<file path="config.mk">
export PLATFORM = sky130hd
export DESIGN_NAME = pipe_ctrl_flat
export DESIGN_NICKNAME = d
export VERILOG_FILES = /design/src/rtl/pipe_ctrl_if.sv /design/src/rtl/pipe_ctrl.sv /design/src/flat_wrapper.sv
export SDC_FILE = /design/constraint.sdc
export NUM_CORES = 1
export LEC_CHECK = 0
export BUFFER_PORTS_ARGS = -buffer_cell sky130_fd_sc_hd__buf_2
export CAP_MARGIN = 0
export CORE_ASPECT_RATIO = 1.1
export CORE_MARGIN = 10
export CORE_UTILIZATION = 40
export CTS_CLUSTER_SIZE = 30
export DETAILED_ROUTE_END_ITERATION = 10
export PLACE_DENSITY_LB_ADDON = 0.05
export SLEW_MARGIN = 20
export SYNTH_ARGS = -nofsm -noshare
export SYNTH_HDL_FRONTEND = slang
export SYNTH_SLANG_ARGS = --single-unit
export TNS_END_PERCENT = 5
</file>
<file path="constraint.sdc">
create_clock -name clk -period 1.4 [get_ports clk]
set_input_delay 0.14 -clock clk [delete_from_list [all_inputs] [get_ports clk]]
set_output_delay 0.14 -clock clk [all_outputs]
set_load 0.02 [all_outputs]
</file>
<file path="src/rtl/pipe_ctrl_if.sv">
// Handshake bundle between the pipeline stages and the sequencing controller.
// The slave modport is the controller side; the master modport is the stage side.
interface pipe_ctrl_if #(
    parameter int MC_CNT_W = 6,
    parameter int PC_W     = 32
);
    logic                stallreq_id;
    logic                stallreq_ex;
    logic                mc_start;
    logic [MC_CNT_W-1:0] mc_cycles;
    logic                excp_req;
    logic [PC_W-1:0]     excp_handler;
    logic [5:0]          stall;
    logic                flush;
    logic [PC_W-1:0]     new_pc;
    logic                mc_done;
    logic                busy;

    modport slave (
        input  stallreq_id, stallreq_ex, mc_start, mc_cycles, excp_req, excp_handler,
        output stall, flush, new_pc, mc_done, busy
    );

    modport master (
        output stallreq_id, stallreq_ex, mc_start, mc_cycles, excp_req, excp_handler,
        input  stall, flush, new_pc, mc_done, busy
    );
endinterface

</file>
<file path="src/rtl/pipe_ctrl.sv">
// Pipeline sequencing controller: merges stall requests, counts out multi-cycle
// execute operations and turns exceptions into a one-cycle flush with redirect PC.
module pipe_ctrl #(
    parameter int MC_CNT_W = 6,
    parameter int PC_W     = 32
) (
    input  logic        clk,
    input  logic        rst,
    pipe_ctrl_if.slave  bus
);
    typedef enum logic [1:0] {IDLE, BUSY, FLUSH} state_t;

    localparam logic [MC_CNT_W-1:0] CNT_ONE = MC_CNT_W'(1);

    state_t              r_state, w_state_nxt;
    logic [MC_CNT_W-1:0] r_cnt, w_cnt_nxt;
    logic [PC_W-1:0]     r_new_pc, w_new_pc_nxt;

    always_ff @(posedge clk or negedge rst) begin
        if (!rst) begin
            r_state  <= IDLE;
            r_cnt    <= '0;
            r_new_pc <= '0;
        end else begin
            r_state  <= w_state_nxt;
            r_cnt    <= w_cnt_nxt;
            r_new_pc <= w_new_pc_nxt;
        end
    end

    // new_pc is only loaded on the edge that enters FLUSH, so it reads 0 elsewhere.
    always_comb begin
        w_state_nxt  = r_state;
        w_cnt_nxt    = r_cnt;
        w_new_pc_nxt = '0;
        if (bus.excp_req) begin
            w_state_nxt  = FLUSH;
            w_cnt_nxt    = '0;
            w_new_pc_nxt = bus.excp_handler;
        end else begin
            case (r_state)
                IDLE: begin
                    if (bus.mc_start) begin
                        w_state_nxt = BUSY;
                        w_cnt_nxt   = (bus.mc_cycles == '0) ? CNT_ONE : bus.mc_cycles;
                    end
                end
                BUSY: begin
                    w_cnt_nxt = r_cnt - CNT_ONE;
                    if (r_cnt == CNT_ONE) w_state_nxt = IDLE;
                end
                FLUSH:   w_state_nxt = IDLE;
                default: w_state_nxt = IDLE;
            endcase
        end
    end

    always_comb begin
        bus.stall = 6'b000000;
        if (r_state == FLUSH)
            bus.stall = 6'b000000;
        else if (bus.excp_req)
            bus.stall = 6'b111111;
        else if ((r_state == IDLE && bus.mc_start) ||
                 (r_state == BUSY && r_cnt > CNT_ONE) || bus.stallreq_ex)
            bus.stall = 6'b001111;
        else if (bus.stallreq_id)
            bus.stall = 6'b000111;
    end

    assign bus.flush   = (r_state == FLUSH);
    assign bus.new_pc  = r_new_pc;
    assign bus.busy    = (r_state == BUSY);
    assign bus.mc_done = (r_state == BUSY) && (r_cnt == CNT_ONE);
endmodule
</file>
<file path="src/flat_wrapper.sv">
// flat-port wrapper written by rule: the top's interface ports become plain ports
module pipe_ctrl_flat 
#(
    parameter int MC_CNT_W = 6,
    parameter int PC_W     = 32
)
  (clk, rst, bus_stallreq_id, bus_stallreq_ex, bus_mc_start, bus_mc_cycles, bus_excp_req, bus_excp_handler, bus_stall, bus_flush, bus_new_pc, bus_mc_done, bus_busy);
  pipe_ctrl_if #(.MC_CNT_W(MC_CNT_W), .PC_W(PC_W)) bus_i ();
  input  logic clk;
  input  logic rst;
  input wire logic [$bits(bus_i.stallreq_id)-1:0] bus_stallreq_id;
  input wire logic [$bits(bus_i.stallreq_ex)-1:0] bus_stallreq_ex;
  input wire logic [$bits(bus_i.mc_start)-1:0] bus_mc_start;
  input wire logic [$bits(bus_i.mc_cycles)-1:0] bus_mc_cycles;
  input wire logic [$bits(bus_i.excp_req)-1:0] bus_excp_req;
  input wire logic [$bits(bus_i.excp_handler)-1:0] bus_excp_handler;
  output wire logic [$bits(bus_i.stall)-1:0] bus_stall;
  output wire logic [$bits(bus_i.flush)-1:0] bus_flush;
  output wire logic [$bits(bus_i.new_pc)-1:0] bus_new_pc;
  output wire logic [$bits(bus_i.mc_done)-1:0] bus_mc_done;
  output wire logic [$bits(bus_i.busy)-1:0] bus_busy;
  assign bus_i.stallreq_id = bus_stallreq_id;
  assign bus_i.stallreq_ex = bus_stallreq_ex;
  assign bus_i.mc_start = bus_mc_start;
  assign bus_i.mc_cycles = bus_mc_cycles;
  assign bus_i.excp_req = bus_excp_req;
  assign bus_i.excp_handler = bus_excp_handler;
  assign bus_stall = bus_i.stall;
  assign bus_flush = bus_i.flush;
  assign bus_new_pc = bus_i.new_pc;
  assign bus_mc_done = bus_i.mc_done;
  assign bus_busy = bus_i.busy;
  pipe_ctrl #(.MC_CNT_W(MC_CNT_W), .PC_W(PC_W)) u_core (.clk(clk), .rst(rst), .bus(bus_i));
endmodule
</file>
==> results of run 1 <==
==> cells by family (layout without fill, tap and decap cells) <==
logic type	Yosys count	after routing
AND/OR/NAND/NOR	64	64
buffers and inverters	15	116
adder cells (fa/ha/maj)	2	2
flip-flops	40	40
AO/OA/AOI/OAI	24	24
==> power by group <==
part / internal, W / leakage [nW] / switching [W]
clock: 0.000337 / 0.0400 / 0.000375
sequential: 0.00122 / 0.517 / 0.0000275
combinational: 0.000246 / 0.723 / 0.000281
total: 0.00180 / 1.28 / 0.000684
==> repair_timing <==
item	CTS	global route
setup buffers	0	1
hold buffers	1	0
endpoints found under the setup margin	9	11
gates resized for setup	6	14
pin swaps	0	2
hold endpoints to repair	17	0
==> per-stage QoR <==
stage / setup TNS [ns] / util [%] / cell area (sq um) / total power [W] / hold WS (ns)
final: -2.114 / 60.87 / 2431 / 0.002482 / 0.05866
after global routing: -2.696 / 60.87 / 2431 / 0.002629 / 0.04188
after CTS: -2.187 / 59.34 / 2370 / 0.002493 / 0.04737
after detailed placement: -0.6900 / 56.70 / 2265 / 0.001758 / 0.1223
after global placement: -0.5105 / 56.70 / 2265 / 0.001741 / 0.1057
after floorplan: -0.5086 / - / 1703 / 0.001529 / -0.1556
==> worst register-to-register path, delay by kind of cell (launching register included) <==
family | cells | cell delay, ns
buf+inv | 2 | 0.21
fa+ha+maj | 1 | 0.13
compound gates | 2 | 0.17
simple gates | 2 | 0.51
flops | 1 | 0.42
==> final cells by class <==
type	instances	area [sq um]	share of cell area [%]
Multi-Input combinational cell	90	638.1	26.25
Tap cell	52	65.06	2.676
Clock inverter	2	12.51	0.5147
Inverter	5	21.27	0.8749
Clock buffer	5	68.82	2.831
Sequential cell	40	1002	41.22
Timing Repair Buffer	104	623.1	25.63
==> registers in the layout, indices dropped and copies added (netlist names) <==
register           count
u_core.bus.new_pc     32
u_core.r_cnt           6
u_core.r_state         2
==> cells in the final DEF (no fill, tap or decap), types with 4 or more instances in the layout <==
cell type  instances
and2_1            32
dfrtp_1           39
nand2_1            4
buf_2             75
buf_6              4
nor2_1             9
a21oi_1           10
buf_4             23
clkbuf_8           5
==> routing by layer <==
metal / GRT usage [%] / vias to the layer above / routed length (um)
met1: 13.21 / 655 / 1690
met3: 7.172 / 6 / 528
met4: 4.025 / 0 / 55
met2: 22.36 / 50 / 2323
met5: 0 / - / 0
li1: - / 681 / -
==> how the worst min path moves through the flow <==
stage	from	end	slack (ns)	cells after the start
global placement	rst	u_core.bus.new_pc[9]$_DFF_PN0_	0.11	1
floorplan	rst	u_core.bus.new_pc[0]$_DFF_PN0_	-0.16	0
global route	bus_excp_handler[27]	u_core.bus.new_pc[27]$_DFF_PN0_	0.04	2
CTS	bus_excp_handler[27]	u_core.bus.new_pc[27]$_DFF_PN0_	0.05	2
detailed placement	rst	u_core.bus.new_pc[9]$_DFF_PN0_	0.12	1
finish	bus_excp_handler[27]	u_core.bus.new_pc[27]$_DFF_PN0_	0.06	2
==> flow_metrics.env, run 1 <==
export IMPL_skew_ns=0.006160
export IMPL_p_leak_nw=1.281
export IMPL_post_synth_top_count_cell="dfrtp_1"
export IMPL_violations="setup timing"
export IMPL_grt_max_degree=27
export IMPL_drive_gt1_share_pct=50.00
export IMPL_path_max_fanout=3
export IMPL_synthSimpleGateAreaFrac_pct=23.90
export IMPL_dp_slack_ns=-0.1661
export IMPL_io_buffers=84
export IMPL_fin_crit_ns=1.863
export IMPL_synthMuxAreaShare_pct=0
export IMPL_io_pins=85
export IMPL_grt_overflow=0
export IMPL_cts_root_buf="clkbuf_8"
export IMPL_worst_path_stages=5
export IMPL_synth_avg_cell_area_sq_um=11.55
export IMPL_fill_cells=361
export IMPL_cp_arrival_ns=1.72
export IMPL_synth_top_area_share_pct=59.75
export IMPL_synth_nets=191
export IMPL_die_x_um=81.71
export IMPL_min_path_type="in -> reg"
export IMPL_die_y_um=87.88
export IMPL_cts_buffers=5
export IMPL_synthAdderAreaFrac_pct=1.494
export IMPL_path_class="reg -> out"
export IMPL_grt_setup_unrepaired="yes"
export IMPL_critPathCaptureType="output port"
export IMPL_synthFlopType="dfrtp_1"
export IMPL_rrSetupSlack_ns=-0.11
export IMPL_status="complete, but fails checks"
export IMPL_gp_congestion=0.7708
export IMPL_r2r_start="u_core.r_cnt[0]$_DFFE_PN0P_"
export IMPL_yosysUniqueCellTypes=35
export IMPL_initial_utilization_pct=41.95
export IMPL_crit_chain="nor4_4 > a21oi_4 > o41ai_2 > o21ai_2 > buf_6"
export IMPL_cp_top_family="compound AO/OA/AOI/OAI gates"
export IMPL_cts_sinks=40
export IMPL_max_clock_path_buffers=2
export IMPL_h_tree_depth=2
export IMPL_synth_area_top_cells="dfrtp_1 (60%), and2_1 (12%), a21oi_1 (3.3%)"
export IMPL_yosys_warnings=0
export IMPL_synth_compound_area_share_pct=9.933
export IMPL_synth_cell_area_sq_mm=0.001675
export IMPL_grtUsageTotal_pct=13.01
export IMPL_syn_inst=145
export IMPL_vias=1392
export IMPL_hpwlAfterDp_um=3703
export IMPL_place_inst=289
export IMPL_maxCapViolations=0
export IMPL_regToRegEndpoint="u_core.r_cnt[2]$_DFFE_PN0P_"
export IMPL_ff2ff_path_depth=7
export IMPL_first_pass_iters=4
export IMPL_tightest_slew_ns=0.4702
export IMPL_crit_path_start_kind="register"
export IMPL_num_antenna_cells=0
export IMPL_grt_pass1_vias=1510
export IMPL_synth_top_family_by_area="simple AND/OR/NAND/NOR gates"
export IMPL_nNetsFinal=292
export IMPL_cts_tree="done"
export IMPL_fin_cells=298
export IMPL_startpoint="u_core.r_cnt[2]$_DFFE_PN0P_"
export IMPL_clk_pin_slew_ns=0.07
export IMPL_cp_num_buf_inv=1
export IMPL_relSlewSlack_pct=68.65
export IMPL_post_route_period_util_pct=133.0
export IMPL_yosysTopAreaCell="dfrtp_1"
export IMPL_wl_um=4598
export IMPL_ys_ff_latch=40
export IMPL_slowest_delay_ns=0.41
export IMPL_num_rows=24
export IMPL_drt_first_iter_violations=53
export IMPL_setup_viol=6
export IMPL_antenna_found_initial=0
export IMPL_final_antenna_net_count=0
export IMPL_vias_per_cell=4.671
export IMPL_cp_slowest_cell="dfrtp_1"
export IMPL_synth_xor_area_share_pct=0
export IMPL_peakVddDrop_v=0.0005464
export IMPL_synth_edf_count=0
export IMPL_clock_latency_ns=0.29
export IMPL_finalMaxSlewViolations=0
export IMPL_pwr_density_cell_mw_per_mm2=1021
export IMPL_async_flop_share_pct=100.0
export IMPL_synth_sequential_area_ratio_pct=59.75
export IMPL_core_area_sq_mm=0.003994
export IMPL_wl_per_cell_um=15.43
export IMPL_hold_viol=0
export IMPL_fmax_mhz=536.9
export IMPL_crit_required_ns=1.26
export IMPL_setup_ws_ns=-0.4625
export IMPL_area_growth_pct=45.11
export IMPL_crit_end="bus_stall[2]"
export IMPL_dieArea_sq_mm=0.007180
export IMPL_ys_top_cells_by_count="dfrtp_1 (40), and2_1 (32), a21oi_1 (11)"
export IMPL_grt_pass1_wl_um=7189
export IMPL_route_detailed_drc=0
(Power assumes the default switching activity.)
==> run 2: changes to the inputs <==
Settings changed: CORE_UTILIZATION 40 to 45.
Clock period 1.4 ns to 2 ns, I/O delays scaled along.
==> flow_metrics.env, run 2 (synthesis results as in run 1) <==
export IMPL_layout_common_cells="buf_2 (81), dfrtp_1 (40), and2_1 (32)"
export IMPL_cp_arrival_ns=1.75
export IMPL_tightest_slew_ns=0.8309
export IMPL_hold_worst_slack_ns=0.009614
export IMPL_dieArea_sq_mm=0.006566
export IMPL_power_switching_w=0.0004660
export IMPL_design_area_sq_mm=0.002291
export IMPL_cp_slowest_cell="dfrtp_1"
export IMPL_wl_um=4277
export IMPL_post_dp_cell_area_sq_mm=0.002110
export IMPL_cts_root_buf="clkbuf_8"
export IMPL_grt_overflow=0
export IMPL_drt_first_iter_violations=54
export IMPL_route_detailed_drc=0
export IMPL_status="finished, final reports clean"
export IMPL_initial_utilization_pct=46.20
export IMPL_cts_sinks=40
export IMPL_cp_num_buf_inv=2
export IMPL_core_area_sq_mm=0.003626
export IMPL_gp_congestion=0.8762
export IMPL_p_int_w=0.001236
export IMPL_skew_ns=0.002827
export IMPL_fill_cells=325
export IMPL_comb_power_share_pct=19.6
export IMPL_critPathCaptureType="output port"
export IMPL_grt_pass1_wl_um=6755
export IMPL_peakVddDrop_v=0.0004956
export IMPL_maxCapViolations=0
export IMPL_pwr_density_cell_mw_per_mm2=743.0
export IMPL_finalMaxSlewViolations=0
export IMPL_slowest_delay_ns=0.40
export IMPL_io_buffers=84
export IMPL_cts_buffers=5
export IMPL_clock_latency_ns=0.29
export IMPL_cp_top_family="flip-flops"
export IMPL_num_rows=23
export IMPL_hpwlAfterDp_um=3281
export IMPL_multi_input_area_sq_um=620.6
export IMPL_nNetsFinal=282
export IMPL_post_route_period_util_pct=97.30
export IMPL_max_clock_path_buffers=2
export IMPL_grt_max_degree=41
export IMPL_path_class="reg -> out"
export IMPL_vias_per_cell=4.741
export IMPL_seqCellArea_sq_mm=0.001001
export IMPL_largest_reg_flops=32
export IMPL_path_max_fanout=3
export IMPL_clkPwrFrac_pct=29.1
export IMPL_dp_slack_ns=0.1341
export IMPL_final_antenna_net_count=0
export IMPL_antenna_found_initial=0
export IMPL_grt_pass1_vias=1483
export IMPL_total_power_w=0.001702
export IMPL_crit_path_start_kind="register"
export IMPL_die_y_um=84.00
export IMPL_crit_required_ns=1.80
export IMPL_hold_viol=0
export IMPL_p_leak_nw=1.218
export IMPL_tns_ns=0
export IMPL_sequentialPowerShare_pct=51.3
export IMPL_clk_pin_slew_ns=0.07
export IMPL_ctsHoldBuffers=0
export IMPL_h_tree_depth=2
export IMPL_setup_ws_ns=0.05405
export IMPL_fin_crit_ns=1.946
export IMPL_area_growth_pct=36.74
export IMPL_io_pins=85
export IMPL_grt_setup_unrepaired="yes"
export IMPL_min_path_type="in -> async"
export IMPL_die_x_um=78.18
export IMPL_switching_share_pct=27.38
export IMPL_first_pass_iters=4
export IMPL_relSlewSlack_pct=44.61
export IMPL_grtUsageTotal_pct=12.77
export IMPL_num_antenna_cells=0
export IMPL_fmax_mhz=513.9
export IMPL_crit_chain="buf_6 > ha_4 > or2_4 > a21oi_4 > o41ai_2 > o21ai_1 > buf_4"
export IMPL_drive_gt1_share_pct=47.46
export IMPL_setup_viol=0
export IMPL_vias=1356
export IMPL_final_common_cell="buf_2"
export IMPL_wl_per_cell_um=14.95
export IMPL_cts_tree="done"
run 2: cell types whose count changed in the layout (fill, tap and decap cells not counted), moves of 2 or more:
| cell | previous run | this run |
|---|---|---|
| buf_6 | 4 | 1 |
| inv_2 | 1 | 3 |
| buf_4 | 23 | 12 |
| buf_2 | 75 | 81 |
run 2: timing repair:
action,in CTS,in global routing
hold endpoints to repair,0,0
setup endpoints to repair,4,3
pin swaps,3,2
gates resized for setup,9,3
setup buffers,6,2
run 2: worst paths after layout:
check / cells past startpoint / slack [ns] / startpoint / to
setup / recovery: 7 / 0.05 / u_core.r_cnt[0]$_DFFE_PN0P_ / bus_stall[1]
hold / removal: 1 / 0.01 / rst / u_core.bus.new_pc[8]$_DFF_PN0_
setup reg to reg: 7 / 0.47 / u_core.r_cnt[0]$_DFFE_PN0P_ / u_core.r_cnt[2]$_DFFE_PN0P_
hold reg to reg: 2 / 0.62 / u_core.r_cnt[4]$_DFFE_PN0P_ / u_core.r_cnt[4]$_DFFE_PN0P_
max in group asynchronous: 1 / 1.47 / rst / u_core.bus.new_pc[29]$_DFF_PN0_
min in group clk: 2 / 0.12 / bus_excp_handler[6] / u_core.bus.new_pc[6]$_DFF_PN0_
run 2: per-layer routing:
layer | wire length (um) | vias to the layer above | track usage, % | part of all wire [%]
met5 | 0 | - | 0 | 0
met3 | 459 | 4 | 7.328 | 11
li1 | - | 661 | - | -
met1 | 1396 | 635 | 10.82 | 33
met2 | 2388 | 56 | 24.10 | 56
met4 | 32 | 0 | 3.752 | 0.75
run 2: power by group through the flow:
stage / logic (W) / registers [W] / clock network (W)
4_1_cts: 0.000325 / 0.000872 / 0.000519
6_report: 0.000333 / 0.000873 / 0.000496
2_1_floorplan: 0.000130 / 0.000930 / 0
5_1_grt: 0.000365 / 0.000877 / 0.000557
3_5_place_dp: 0.000292 / 0.000890 / 0
3_3_place_gp: 0.000285 / 0.000888 / 0
run 2: worst reg2reg max path, stage by stage, from the launching register on:
cell      delay [ns]
dfrtp_1         0.40
inv_2           0.09
ha_2            0.18
buf_4           0.12
nor4bb_1        0.29
a21oi_1         0.06
or2_1           0.21
a21oi_1         0.12
run 2: through the flow:
stage	utilization [%]	std cells
after CTS	62.56	284
after detailed placement	58.18	271
after global routing	63.18	286
final	63.18	286
after global placement	58.18	271
after floorplan	-	145
run 2: area by class of cell:
type	instances	share of cell area [%]
Inverter	5	0.8192
Timing Repair Buffer	94	22.12
Sequential cell	40	43.69
Multi-Input combinational cell	90	27.09
Clock buffer	5	3.004
Tap cell	50	2.731
Clock inverter	2	0.5461
==> run 3: changes to the inputs <==
Settings changed: ABC_AREA set to 1.
==> flow_metrics.env, run 3 <==
export IMPL_io_pins=85
export IMPL_ys_ff_latch=40
export IMPL_num_rows=23
export IMPL_crit_chain="inv_2 > ha_2 > nor2_1 > o21ai_1 > nand2_1 > nand2_1 > nand2_1 > buf_2"
export IMPL_final_antenna_net_count=0
export IMPL_synth_top_area_share_pct=58.91
export IMPL_drt_first_iter_violations=72
export IMPL_grt_overflow=0
export IMPL_post_cts_buffers=0
export IMPL_h_tree_depth=2
export IMPL_cts_sinks=40
export IMPL_path_max_fanout=5
export IMPL_largest_reg_flops=32
export IMPL_cp_num_buf_inv=2
export IMPL_first_pass_iters=4
export IMPL_die_x_um=78.59
export IMPL_layout_common_cells="buf_2 (84), nand2_1 (61), inv_1 (41)"
export IMPL_tightest_slew_ns=0.4961
export IMPL_grt_pass1_vias=1507
export IMPL_total_power_w=0.001750
export IMPL_initial_utilization_pct=46.49
export IMPL_cp_arrival_ns=1.60
export IMPL_hold_end="u_core.bus.new_pc[27]$_DFF_PN0_"
export IMPL_num_antenna_cells=0
export IMPL_cts_root_buf="clkbuf_8"
export IMPL_fill_cells=347
export IMPL_yosysTopAreaCell="dfrtp_1"
export IMPL_skew_ns=0.001234
export IMPL_antenna_found_initial=0
export IMPL_cp_slowest_cell="dfrtp_1"
export IMPL_synthFlopType="dfrtp_1"
export IMPL_synth_area_top_cells="dfrtp_1 (59%), nand2_1 (13%), inv_1 (9.3%)"
export IMPL_final_common_cell="buf_2"
export IMPL_vias_per_cell=4.297
export IMPL_max_clock_path_buffers=2
export IMPL_fin_crit_ns=1.798
export IMPL_hold_viol=0
export IMPL_synth_edf_count=0
export IMPL_grt_pass1_wl_um=7031
export IMPL_synth_sequential_area_ratio_pct=58.91
export IMPL_status="finished, final reports clean"
export IMPL_setup_viol=0
export IMPL_crit_required_ns=1.80
export IMPL_fmax_mhz=556.3
export IMPL_vias=1431
export IMPL_grt_setup_unrepaired="no"
export IMPL_synth_cell_area_sq_mm=0.001699
export IMPL_synth_nets=244
export IMPL_p_leak_nw=1.465
export IMPL_path_class="reg -> out"
export IMPL_seqCellArea_sq_mm=0.001001
export IMPL_ys_top_cells_by_count="nand2_1 (61), inv_1 (42), dfrtp_1 (40)"
export IMPL_clock_latency_ns=0.28
export IMPL_crit_path_start_kind="register"
export IMPL_core_area_sq_mm=0.003655
export IMPL_area_growth_pct=31.96
export IMPL_critPathCaptureType="output port"
export IMPL_slowest_delay_ns=0.42
export IMPL_min_path_cells=3
export IMPL_finalMaxSlewViolations=0
export IMPL_pwr_density_cell_mw_per_mm2=780.5
export IMPL_regToRegEndpoint="u_core.r_cnt[4]$_DFFE_PN0P_"
export IMPL_syn_inst=198
export IMPL_die_y_um=84.45
export IMPL_holdCritStartpoint="bus_excp_handler[27]"
export IMPL_min_path_type="in -> reg"
export IMPL_wl_um=4170
export IMPL_hpwlAfterDp_um=3304
export IMPL_dieArea_sq_mm=0.006637
export IMPL_ff2ff_path_depth=7
export IMPL_yosysUniqueCellTypes=23
export IMPL_cp_common_cell="nand2_1"
export IMPL_clk_pin_slew_ns=0.07
export IMPL_relSlewSlack_pct=66.93
export IMPL_gp_congestion=0.8487
export IMPL_grt_max_degree=41
export IMPL_rrSetupSlack_ns=0.71
export IMPL_async_flop_share_pct=100.0
export IMPL_grtUsageTotal_pct=13.07
export IMPL_cts_tree="done"
export IMPL_wl_per_cell_um=12.52
export IMPL_cp_top_family="flip-flops"
export IMPL_tns_ns=0
export IMPL_multi_input_area_sq_um=475.5
export IMPL_io_buffers=84
export IMPL_yosys_warnings=0
export IMPL_drive_gt1_share_pct=35.34
export IMPL_synth_avg_cell_area_sq_um=8.581
export IMPL_post_synth_top_count_cell="nand2_1"
export IMPL_maxCapViolations=0
export IMPL_nNetsFinal=329
export IMPL_route_detailed_drc=0
export IMPL_post_route_period_util_pct=89.88
export IMPL_peakVddDrop_v=0.0005482
export IMPL_r2r_start="u_core.r_cnt[0]$_DFFE_PN0P_"
export IMPL_cts_buffers=5
-- run 3: cell count changes after synthesis, sizes merged, moves of 2 or more --
cell    delta
nand2b     -2
nand3      +7
a21oi     -10
clkbuf     -4
nor2      +11
o21ai      +3
buf        +3
nor2b      -2
a211o      -2
and3       -3
inv       +38
nand2     +58
and2      -32
o32ai      -2
-- run 3: layout make-up --
cell class / count / area share (%)
tap: 50 / 2.790
timing repair buffer: 87 / 19.87
clock buffer: 7 / 4.297
inverter: 43 / 7.199
sequential: 40 / 44.64
multi-input combinational: 106 / 21.21
-- run 3: worst register-to-register path: cells and delay by family (launching register included) --
kind | cells | cell delay (ns)
AOI/OAI and AO/OA | 1 | 0.15
buffers and inverters | 1 | 0.11
and+or+nand+nor | 4 | 0.28
DFF | 1 | 0.42
adders and majority gates | 1 | 0.21
-- run 3: per-layer routing --
layer | part of all wire, % | global-route usage (%) | up-vias
met5 | 0 | 0 | -
met4 | 1.2 | 3.915 | 0
met3 | 11 | 7.356 | 5
met2 | 51 | 22.46 | 52
met1 | 36 | 13.15 | 638
li1 | - | - | 736
-- run 3: power breakdown --
part	switching [W]	internal [W]	total, W
logic	0.000196	0.000113	0.000309
registers	0.0000228	0.000854	0.000876
clock network	0.000258	0.000307	0.000565
-- run 3: logic make-up (layout without fill, tap and decap cells) --
kind of cell | Yosys count | in the layout | synth area share [%]
adders and majority gates | 2 | 2 | 1.473
buffers and inverters | 52 | 137 | 13.25
DFF | 40 | 40 | 58.91
and+or+nand+nor | 94 | 94 | 22.98
AOI/OAI and AO/OA | 10 | 10 | 3.387
-- run 3: what timing repair did --
item	in CTS	in global routing
setup endpoints to repair	0	3
hold buffers	1	0
gates resized for setup	0	2
endpoints found under the hold margin	40	0
-- run 3: worst max path at each step --
stage / start / endpoint / slack (ns) / cells past startpoint
2_1_floorplan: u_core.r_state[1]$_DFFE_PN0P_ / bus_stall[1] / 0.39 / 6
3_3_place_gp: u_core.r_cnt[0]$_DFFE_PN0P_ / bus_stall[1] / 0.48 / 8
3_5_place_dp: u_core.r_cnt[0]$_DFFE_PN0P_ / bus_stall[0] / 0.43 / 8
4_1_cts: u_core.r_cnt[0]$_DFFE_PN0P_ / bus_stall[0] / 0.11 / 8
5_1_grt: u_core.r_cnt[0]$_DFFE_PN0P_ / bus_stall[1] / 0.05 / 8
6_report: u_core.r_cnt[0]$_DFFE_PN0P_ / bus_stall[1] / 0.20 / 8
-- run 3: stage by stage --
step / setup WS (ns) / area (sq um) / cells / hold WS [ns] / util [%]
final: 0.2024 / 2242 / 333 / 0.09594 / 61.35
after global routing: 0.05254 / 2242 / 333 / 0.08737 / 61.35
after CTS: 0.1119 / 2240 / 333 / 0.08764 / 61.28
after detailed placement: 0.4289 / 2133 / 325 / 0.2841 / 58.37
after global placement: 0.4775 / 2133 / 325 / 0.2912 / 58.37
after floorplan: 0.3911 / 1699 / 198 / -0.09559 / -
